## src/rtl/arm32_mem_arbiter_if.sv

```systemverilog
// Bus bundle between the fetch/data requesters, the arbiter and the single-port RAM.
// Handshakes: a request is held stable until its gnt; a response is held until its rready (transfer on rvalid && rready).
interface arm32_mem_arbiter_if #(
    parameter int AW = 32,
    parameter int DW = 32
);
    logic          i_f_req;
    logic [AW-1:0] i_f_addr;
    logic          o_f_gnt;
    logic          o_f_rvalid;
    logic [DW-1:0] o_f_rdata;
    logic          i_f_rready;
    logic          i_d_req;
    logic          i_d_we;
    logic [AW-1:0] i_d_addr;
    logic [DW-1:0] i_d_wdata;
    logic          o_d_gnt;
    logic          o_d_rvalid;
    logic [DW-1:0] o_d_rdata;
    logic          i_d_rready;
    logic          o_m_en;
    logic          o_m_we;
    logic [AW-3:0] o_m_addr;
    logic [DW-1:0] o_m_wdata;
    logic [DW-1:0] i_m_rdata;
    logic          o_busy;

    modport slave (
        input  i_f_req, i_f_addr, i_f_rready,
        input  i_d_req, i_d_we, i_d_addr, i_d_wdata, i_d_rready,
        input  i_m_rdata,
        output o_f_gnt, o_f_rvalid, o_f_rdata,
        output o_d_gnt, o_d_rvalid, o_d_rdata,
        output o_m_en, o_m_we, o_m_addr, o_m_wdata, o_busy
    );

    modport master (
        output i_f_req, i_f_addr, i_f_rready,
        output i_d_req, i_d_we, i_d_addr, i_d_wdata, i_d_rready,
        output i_m_rdata,
        input  o_f_gnt, o_f_rvalid, o_f_rdata,
        input  o_d_gnt, o_d_rvalid, o_d_rdata,
        input  o_m_en, o_m_we, o_m_addr, o_m_wdata, o_busy
    );
endinterface

```

## src/rtl/arm32_mem_arbiter.sv

```systemverilog
// Fetch/data arbiter for the shared single-port RAM: data has priority, a streak
// counter lets a waiting fetch in after STARVE_MAX back-to-back data grants.
module arm32_mem_arbiter #(
    parameter int AW         = 32,
    parameter int DW         = 32,
    parameter int RD_LAT     = 1,
    parameter int STARVE_MAX = 4
) (
    input  logic               clk,
    input  logic               reset,
    arm32_mem_arbiter_if.slave bus,
    output logic [1:0]         o_dbg_state
);
    typedef enum logic [1:0] {S_IDLE, S_ACCESS, S_WAIT, S_RESP} state_e;

    localparam logic [3:0] STREAK_MAX = 4'(STARVE_MAX);
    localparam logic [2:0] LAT        = 3'(RD_LAT);

    state_e        state_q, state_d;
    logic [3:0]    streak_q, streak_d;
    logic [2:0]    cnt_q, cnt_d;
    logic          owner_q, owner_d;  // 1 = data, 0 = fetch
    logic          we_q, we_d;
    logic [AW-3:0] addr_q, addr_d;
    logic [DW-1:0] wdata_q, wdata_d;
    logic [DW-1:0] f_rdata_q, f_rdata_d;
    logic [DW-1:0] d_rdata_q, d_rdata_d;
    logic          d_win, f_win;
    logic          unused_addr_bits;

    assign unused_addr_bits = ^{bus.i_f_addr[1:0], bus.i_d_addr[1:0]};

    always_comb begin
        state_d   = state_q;
        streak_d  = streak_q;
        cnt_d     = cnt_q;
        owner_d   = owner_q;
        we_d      = we_q;
        addr_d    = addr_q;
        wdata_d   = wdata_q;
        f_rdata_d = f_rdata_q;
        d_rdata_d = d_rdata_q;
        d_win     = 1'b0;
        f_win     = 1'b0;
        case (state_q)
            S_IDLE: begin
                d_win = bus.i_d_req && !(bus.i_f_req && streak_q == STREAK_MAX);
                f_win = bus.i_f_req && !d_win;
                if (d_win) begin
                    owner_d  = 1'b1;
                    we_d     = bus.i_d_we;
                    addr_d   = bus.i_d_addr[AW-1:2];
                    wdata_d  = bus.i_d_wdata;
                    streak_d = !bus.i_f_req ? 4'd0 :
                               (streak_q == STREAK_MAX) ? streak_q : streak_q + 4'd1;
                    state_d  = S_ACCESS;
                end else if (f_win) begin
                    owner_d  = 1'b0;
                    we_d     = 1'b0;
                    addr_d   = bus.i_f_addr[AW-1:2];
                    streak_d = 4'd0;
                    state_d  = S_ACCESS;
                end
            end
            S_ACCESS: begin
                // Stores commit in this cycle and produce no response.
                if (we_q) begin
                    state_d = S_IDLE;
                end else begin
                    cnt_d   = 3'd1;
                    state_d = S_WAIT;
                end
            end
            S_WAIT: begin
                if (cnt_q == LAT) begin
                    if (owner_q) d_rdata_d = bus.i_m_rdata;
                    else         f_rdata_d = bus.i_m_rdata;
                    state_d = S_RESP;
                end else begin
                    cnt_d = cnt_q + 3'd1;
                end
            end
            S_RESP: begin
                if (owner_q ? bus.i_d_rready : bus.i_f_rready) state_d = S_IDLE;
            end
            default: state_d = S_IDLE;
        endcase
    end

    always_ff @(posedge clk or posedge reset) begin
        if (reset) begin
            state_q   <= S_IDLE;
            streak_q  <= 4'd0;
            cnt_q     <= 3'd0;
            owner_q   <= 1'b0;
            we_q      <= 1'b0;
            addr_q    <= '0;
            wdata_q   <= '0;
            f_rdata_q <= '0;
            d_rdata_q <= '0;
        end else begin
            state_q   <= state_d;
            streak_q  <= streak_d;
            cnt_q     <= cnt_d;
            owner_q   <= owner_d;
            we_q      <= we_d;
            addr_q    <= addr_d;
            wdata_q   <= wdata_d;
            f_rdata_q <= f_rdata_d;
            d_rdata_q <= d_rdata_d;
        end
    end

    // Grants are combinational, so they are also masked while reset is asserted.
    assign bus.o_f_gnt    = f_win && !reset;
    assign bus.o_d_gnt    = d_win && !reset;
    assign bus.o_f_rvalid = (state_q == S_RESP) && !owner_q;
    assign bus.o_d_rvalid = (state_q == S_RESP) && owner_q;
    assign bus.o_f_rdata  = f_rdata_q;
    assign bus.o_d_rdata  = d_rdata_q;
    assign bus.o_m_en     = (state_q == S_ACCESS);
    assign bus.o_m_we     = (state_q == S_ACCESS) && we_q;
    assign bus.o_m_addr   = addr_q;
    assign bus.o_m_wdata  = wdata_q;
    assign bus.o_busy     = (state_q != S_IDLE);
    assign o_dbg_state    = state_q;
endmodule

```

## src/flat_wrapper.sv

```systemverilog
// flat-port wrapper written by rule: the top's interface ports become plain ports
module arm32_mem_arbiter_flat 
#(
    parameter int AW         = 32,
    parameter int DW         = 32,
    parameter int RD_LAT     = 1,
    parameter int STARVE_MAX = 4
)
  (clk, reset, o_dbg_state, bus_i_f_req, bus_i_f_addr, bus_i_f_rready, bus_i_d_req, bus_i_d_we, bus_i_d_addr, bus_i_d_wdata, bus_i_d_rready, bus_i_m_rdata, bus_o_f_gnt, bus_o_f_rvalid, bus_o_f_rdata, bus_o_d_gnt, bus_o_d_rvalid, bus_o_d_rdata, bus_o_m_en, bus_o_m_we, bus_o_m_addr, bus_o_m_wdata, bus_o_busy);
  arm32_mem_arbiter_if #(.AW(AW), .DW(DW)) bus_i ();
  input  logic clk;
  input  logic reset;
  output logic [1:0] o_dbg_state;
  input wire logic [$bits(bus_i.i_f_req)-1:0] bus_i_f_req;
  input wire logic [$bits(bus_i.i_f_addr)-1:0] bus_i_f_addr;
  input wire logic [$bits(bus_i.i_f_rready)-1:0] bus_i_f_rready;
  input wire logic [$bits(bus_i.i_d_req)-1:0] bus_i_d_req;
  input wire logic [$bits(bus_i.i_d_we)-1:0] bus_i_d_we;
  input wire logic [$bits(bus_i.i_d_addr)-1:0] bus_i_d_addr;
  input wire logic [$bits(bus_i.i_d_wdata)-1:0] bus_i_d_wdata;
  input wire logic [$bits(bus_i.i_d_rready)-1:0] bus_i_d_rready;
  input wire logic [$bits(bus_i.i_m_rdata)-1:0] bus_i_m_rdata;
  output wire logic [$bits(bus_i.o_f_gnt)-1:0] bus_o_f_gnt;
  output wire logic [$bits(bus_i.o_f_rvalid)-1:0] bus_o_f_rvalid;
  output wire logic [$bits(bus_i.o_f_rdata)-1:0] bus_o_f_rdata;
  output wire logic [$bits(bus_i.o_d_gnt)-1:0] bus_o_d_gnt;
  output wire logic [$bits(bus_i.o_d_rvalid)-1:0] bus_o_d_rvalid;
  output wire logic [$bits(bus_i.o_d_rdata)-1:0] bus_o_d_rdata;
  output wire logic [$bits(bus_i.o_m_en)-1:0] bus_o_m_en;
  output wire logic [$bits(bus_i.o_m_we)-1:0] bus_o_m_we;
  output wire logic [$bits(bus_i.o_m_addr)-1:0] bus_o_m_addr;
  output wire logic [$bits(bus_i.o_m_wdata)-1:0] bus_o_m_wdata;
  output wire logic [$bits(bus_i.o_busy)-1:0] bus_o_busy;
  assign bus_i.i_f_req = bus_i_f_req;
  assign bus_i.i_f_addr = bus_i_f_addr;
  assign bus_i.i_f_rready = bus_i_f_rready;
  assign bus_i.i_d_req = bus_i_d_req;
  assign bus_i.i_d_we = bus_i_d_we;
  assign bus_i.i_d_addr = bus_i_d_addr;
  assign bus_i.i_d_wdata = bus_i_d_wdata;
  assign bus_i.i_d_rready = bus_i_d_rready;
  assign bus_i.i_m_rdata = bus_i_m_rdata;
  assign bus_o_f_gnt = bus_i.o_f_gnt;
  assign bus_o_f_rvalid = bus_i.o_f_rvalid;
  assign bus_o_f_rdata = bus_i.o_f_rdata;
  assign bus_o_d_gnt = bus_i.o_d_gnt;
  assign bus_o_d_rvalid = bus_i.o_d_rvalid;
  assign bus_o_d_rdata = bus_i.o_d_rdata;
  assign bus_o_m_en = bus_i.o_m_en;
  assign bus_o_m_we = bus_i.o_m_we;
  assign bus_o_m_addr = bus_i.o_m_addr;
  assign bus_o_m_wdata = bus_i.o_m_wdata;
  assign bus_o_busy = bus_i.o_busy;
  arm32_mem_arbiter #(.AW(AW), .DW(DW), .RD_LAT(RD_LAT), .STARVE_MAX(STARVE_MAX)) u_core (.clk(clk), .reset(reset), .bus(bus_i), .o_dbg_state(o_dbg_state));
endmodule
```

## config.mk

```make
export PLATFORM = sky130hd
export DESIGN_NAME = arm32_mem_arbiter_flat
export DESIGN_NICKNAME = d
export VERILOG_FILES = /design/src/rtl/arm32_mem_arbiter_if.sv /design/src/rtl/arm32_mem_arbiter.sv /design/src/flat_wrapper.sv
export SDC_FILE = /design/constraint.sdc
export NUM_CORES = 1
export LEC_CHECK = 0
export ABC_AREA = 1
export CORE_AREA = 2 2 129 131
export DETAILED_ROUTE_END_ITERATION = 10
export DIE_AREA = 0 0 131 133
export MAX_ROUTING_LAYER = met4
export PLACE_DENSITY = 0.76
export SYNTH_ARGS = -nofsm -noshare
export SYNTH_HDL_FRONTEND = slang
export SYNTH_SLANG_ARGS = --single-unit
```

## constraint.sdc

```tcl
create_clock -name clk -period 4.4 [get_ports clk]
set_input_delay 0.88 -clock clk [delete_from_list [all_inputs] [get_ports clk]]
set_output_delay 0.88 -clock clk [all_outputs]
set_load 0.01 [all_outputs]
```

==> impl_metrics.py <==
metrics = {
    "floorplanning": {
        "io_pins": 270,
        "die_h_um": 133,
        "core_um2": 16170,
        "dieArea_um2": 17420,
        "dieWidth_um": 131,
        "rows": 47,
        "initial_utilization": 0.3715,
    },
    "logic_synthesis": {
        "avgSynthCellArea_um2": 8.240,
        "synthTopCellsByArea": "dfrtp_1 57%, nand2_1 17%, inv_1 6.8%, o21ai_0 5.8%, nand3_1 5.7%",
        "yosysUniqueCellTypes": 23,
        "synth_nets": 873,
        "synth_ff_type": "dfrtp_1",
        "synth_top_cell_by_area": "dfrtp_1",
        "yosys_warnings": 0,
        "async_reset_ff_frac": 1.000,
        "synthSimpleGateAreaFrac": 0.2462,
        "synth_xor_area_frac": 0.004374,
        "synth-seq-cells": 137,
        "syn_area_um2": 6007,
        "muxShareOfSynthArea": 0,
        "yosys-top-cells-count": "271 x nand2_1, 137 x dfrtp_1, 109 x inv_1",
        "synth.most_common_cell": "nand2_1",
        "synth_top_family_by_area": "simple AND/OR/NAND/NOR gates",
        "synth_edf_count": 0,
        "ys_seq_area_frac": 0.5707,
        "synth_compound_area_frac": 0.06290,
        "netlist_instances": 729,
        "synth_top_area_frac": 0.5707,
        "synth-adder-area-share": 0.01875,
    },
    "critical_path": {
        "r2r_start": "u_core.o_dbg_state[0]",
        "endpoint": "bus_o_d_gnt",
        "r2r_slack_ns": 2.17,
        "path_class": "in -> out",
        "critical_path.cell_chain": "clkdlybuf4s50_1 -> nand2_1 -> inv_2 -> a21boi_2 -> nand2_2 -> nor2_1 -> clkdlybuf4s50_1",
        "max_stage_delay_ns": 0.57,
        "cp.required_ns": 3.52,
        "path_max_fanout": 3,
        "crit_path_start": "bus_i_f_req",
        "cpMostUsedCell": "clkdlybuf4s50_1",
        "crit_slowest_cell": "clkdlybuf4s50_1",
        "r2r_end": "u_core.bus.o_d_rdata[10]",
        "r2r_cells": 6,
        "start_kind": "primary input",
        "critPathArrivalTime_ns": 2.42,
        "cp-end-kind": "output pin",
    },
    "global_routing": {
        "antenna_found_initial": 0,
        "grt_pass1_wl_um": 25990,
        "grt_max_degree": 65,
        "grt_pass1_vias": 5432,
        "grt_overflow": 0,
        "groute.usage.overall": 0.1956,
    },
    "timing": {
        "slew_headroom": 0.3023,
        "tightest_slew_ns": 1.043,
        "holdWs_ns": 0.4656,
        "slew_viol_final": 0,
        "period_share": 0.7494,
        "finalClockSkew_ns": 0.009573,
        "final-setup-viol-count": 0,
        "layout_min_cycle_time_ns": 3.297,
        "rsz0062_at_grt": "no",
        "max_freq_ghz": 0.3033,
        "finalSetupTns_ns": 0,
        "final_hold_viol_count": 0,
    },
    "layout": {
        "finalNetCount": 1129,
        "drive_gt1_frac": 0.05115,
        "antenna_cells": 0,
        "area_growth_pct": 57.59,
        "n_fill_cell": 1438,
    },
    "route": {
        "vias_per_cell": 4.454,
        "vias": 5421,
        "drtIter0Drc": 274,
        "dr.pass1.iters": 4,
        "drc": 0,
        "totalWireLength_um": 16210,
        "post_drt_wl_per_cell_um": 13.32,
        "antenna_left": 0,
    },
    "run_status": {
        "outcome": "finished, final reports clean",
    },
    "pwr": {
        "clock_power_share": 0.229,
        "p_leak_nw": 4.747,
        "irDropWorstVdd_mv": 0.3282,
        "switchingPower_w": 0.002214,
        "p_per_area_nw_per_um2": 687.4,
        "p_comb_frac": 0.431,
        "sw_frac_of_total": 0.3401,
        "pwr-share-seq": 0.340,
        "finalPower_w": 0.006508,
        "intPower_w": 0.004294,
    },
    "clock_network": {
        "htreeDepth": 4,
        "cts_tree": "yes",
        "cts_setup_buffers": 0,
        "hold_buffers": 0,
        "numCtsBuffers": 17,
        "cts-root-buf": "clkbuf_16",
        "post_cts_resized": 0,
        "clockBufferDepth": 2,
        "path_clk_slew_ns": 0.06,
        "cts.sink_count": 137,
        "clk_latency_ns": 0.41,
    },
    "place": {
        "post-dp-hpwl_um": 11530,
        "portBuffers": 265,
        "place_congestion": 0.8162,
    },
    "job": {
        "max_cap_viol_count": 0,
    },
    "hold_path": {
        "hold_path_class": "reg -> reg",
    },
}
## worst min path at each step
stage	from	end	cells past startpoint
floorplan	u_core.we_q	u_core.we_q	2
global placement	u_core.bus.o_m_wdata[15]	u_core.bus.o_m_wdata[15]	2
detailed placement	u_core.bus.o_m_wdata[3]	u_core.bus.o_m_wdata[3]	2
CTS	u_core.bus.o_m_wdata[12]	u_core.bus.o_m_wdata[12]	2
global route	u_core.bus.o_m_wdata[3]	u_core.bus.o_m_wdata[3]	2
finish	u_core.bus.o_m_wdata[3]	u_core.bus.o_m_wdata[3]	2
## kinds of logic after synthesis
| logic type | count (synthesis) |
|---|---|
| AOI/OAI and AO/OA | 74 |
| adders and majority gates | 9 |
| and+or+nand+nor | 360 |
| buffers and inverters | 146 |
| xor gates and xnor gates | 3 |
| DFF | 137 |
## sequential cells by signal, indices dropped and copies added (netlist names), named ones only
signal                count
u_core.bus.o_d_rdata     32
u_core.bus.o_f_rdata     32
u_core.bus.o_m_wdata     32
u_core.bus.o_m_addr      30
u_core.streak_q           4
u_core.cnt_q              3
u_core.o_dbg_state        1
u_core.owner_q            1
u_core.we_q               1
## critical path, delay by kind of cell
| family | cells | cell delay, ns |
|---|---|---|
| buf+inv | 3 | 1.08 |
| compound gates | 1 | 0.19 |
| simple gates | 3 | 0.26 |
## power groups by stage
stage               Combinational [W]  Sequential (W)  Clock, W
floorplan                    0.000957         0.00248         0
global placement              0.00280         0.00221         0
detailed placement            0.00285         0.00222         0
CTS                           0.00286         0.00221   0.00152
global route                  0.00311         0.00228   0.00157
finish                        0.00281         0.00221   0.00149
## cells in the final DEF (no fill, tap or decap), types with 3 or more instances in the layout
| cell | synthesis | final |
|---|---|---|
| nand2_1 | 271 | 271 |
| clkdlybuf4s50_1 | 0 | 265 |
| dfrtp_1 | 137 | 137 |
| inv_1 | 109 | 108 |
| o21ai_0 | 70 | 70 |
| nand3_1 | 68 | 68 |
| clkbuf_16 | 0 | 17 |
| ha_1 | 9 | 9 |
| nor2_1 | 8 | 8 |
| nand2_2 | 5 | 5 |
| clkbuf_8 | 0 | 4 |
| buf_4 | 3 | 4 |
| nor2_2 | 3 | 3 |
| inv_2 | 3 | 3 |
| clkinvlp_4 | 0 | 3 |
| bufinv_16 | 0 | 3 |
## routing by layer
layer  global-route usage  vias up  routed length (um)
met4              0.07565        0                 478
met5                    -        -                   0
met3              0.04569       36                 928
met2               0.3135      169                7825
li1                     -     2732                   -
met1               0.2386     2484                6979
## metrics by stage
step,utilization,area (um2),cells,setup slack (ns)
floorplan,-,6011,729,1.813
CTS,0.5854,9467,1217,1.104
detailed placement,0.5470,8846,1186,1.108
global placement,0.5470,8846,1186,1.119
global route,0.5854,9467,1217,1.003
finish,0.5854,9467,1217,1.103
## cell type report
| cell class | instances | area (um2) | share of cell area |
|---|---|---|---|
| flip-flops and latches | 137 | 3428 | 0.3621 |
| repair buffers | 271 | 2723 | 0.2876 |
| multi-input cells | 446 | 1996 | 0.2108 |
| clock buffers | 22 | 484.2 | 0.05115 |
| inverters | 112 | 424.2 | 0.04481 |
| well taps | 220 | 275.3 | 0.02908 |
| clock inverters | 9 | 136.4 | 0.01441 |
(Power assumes the default switching activity.)
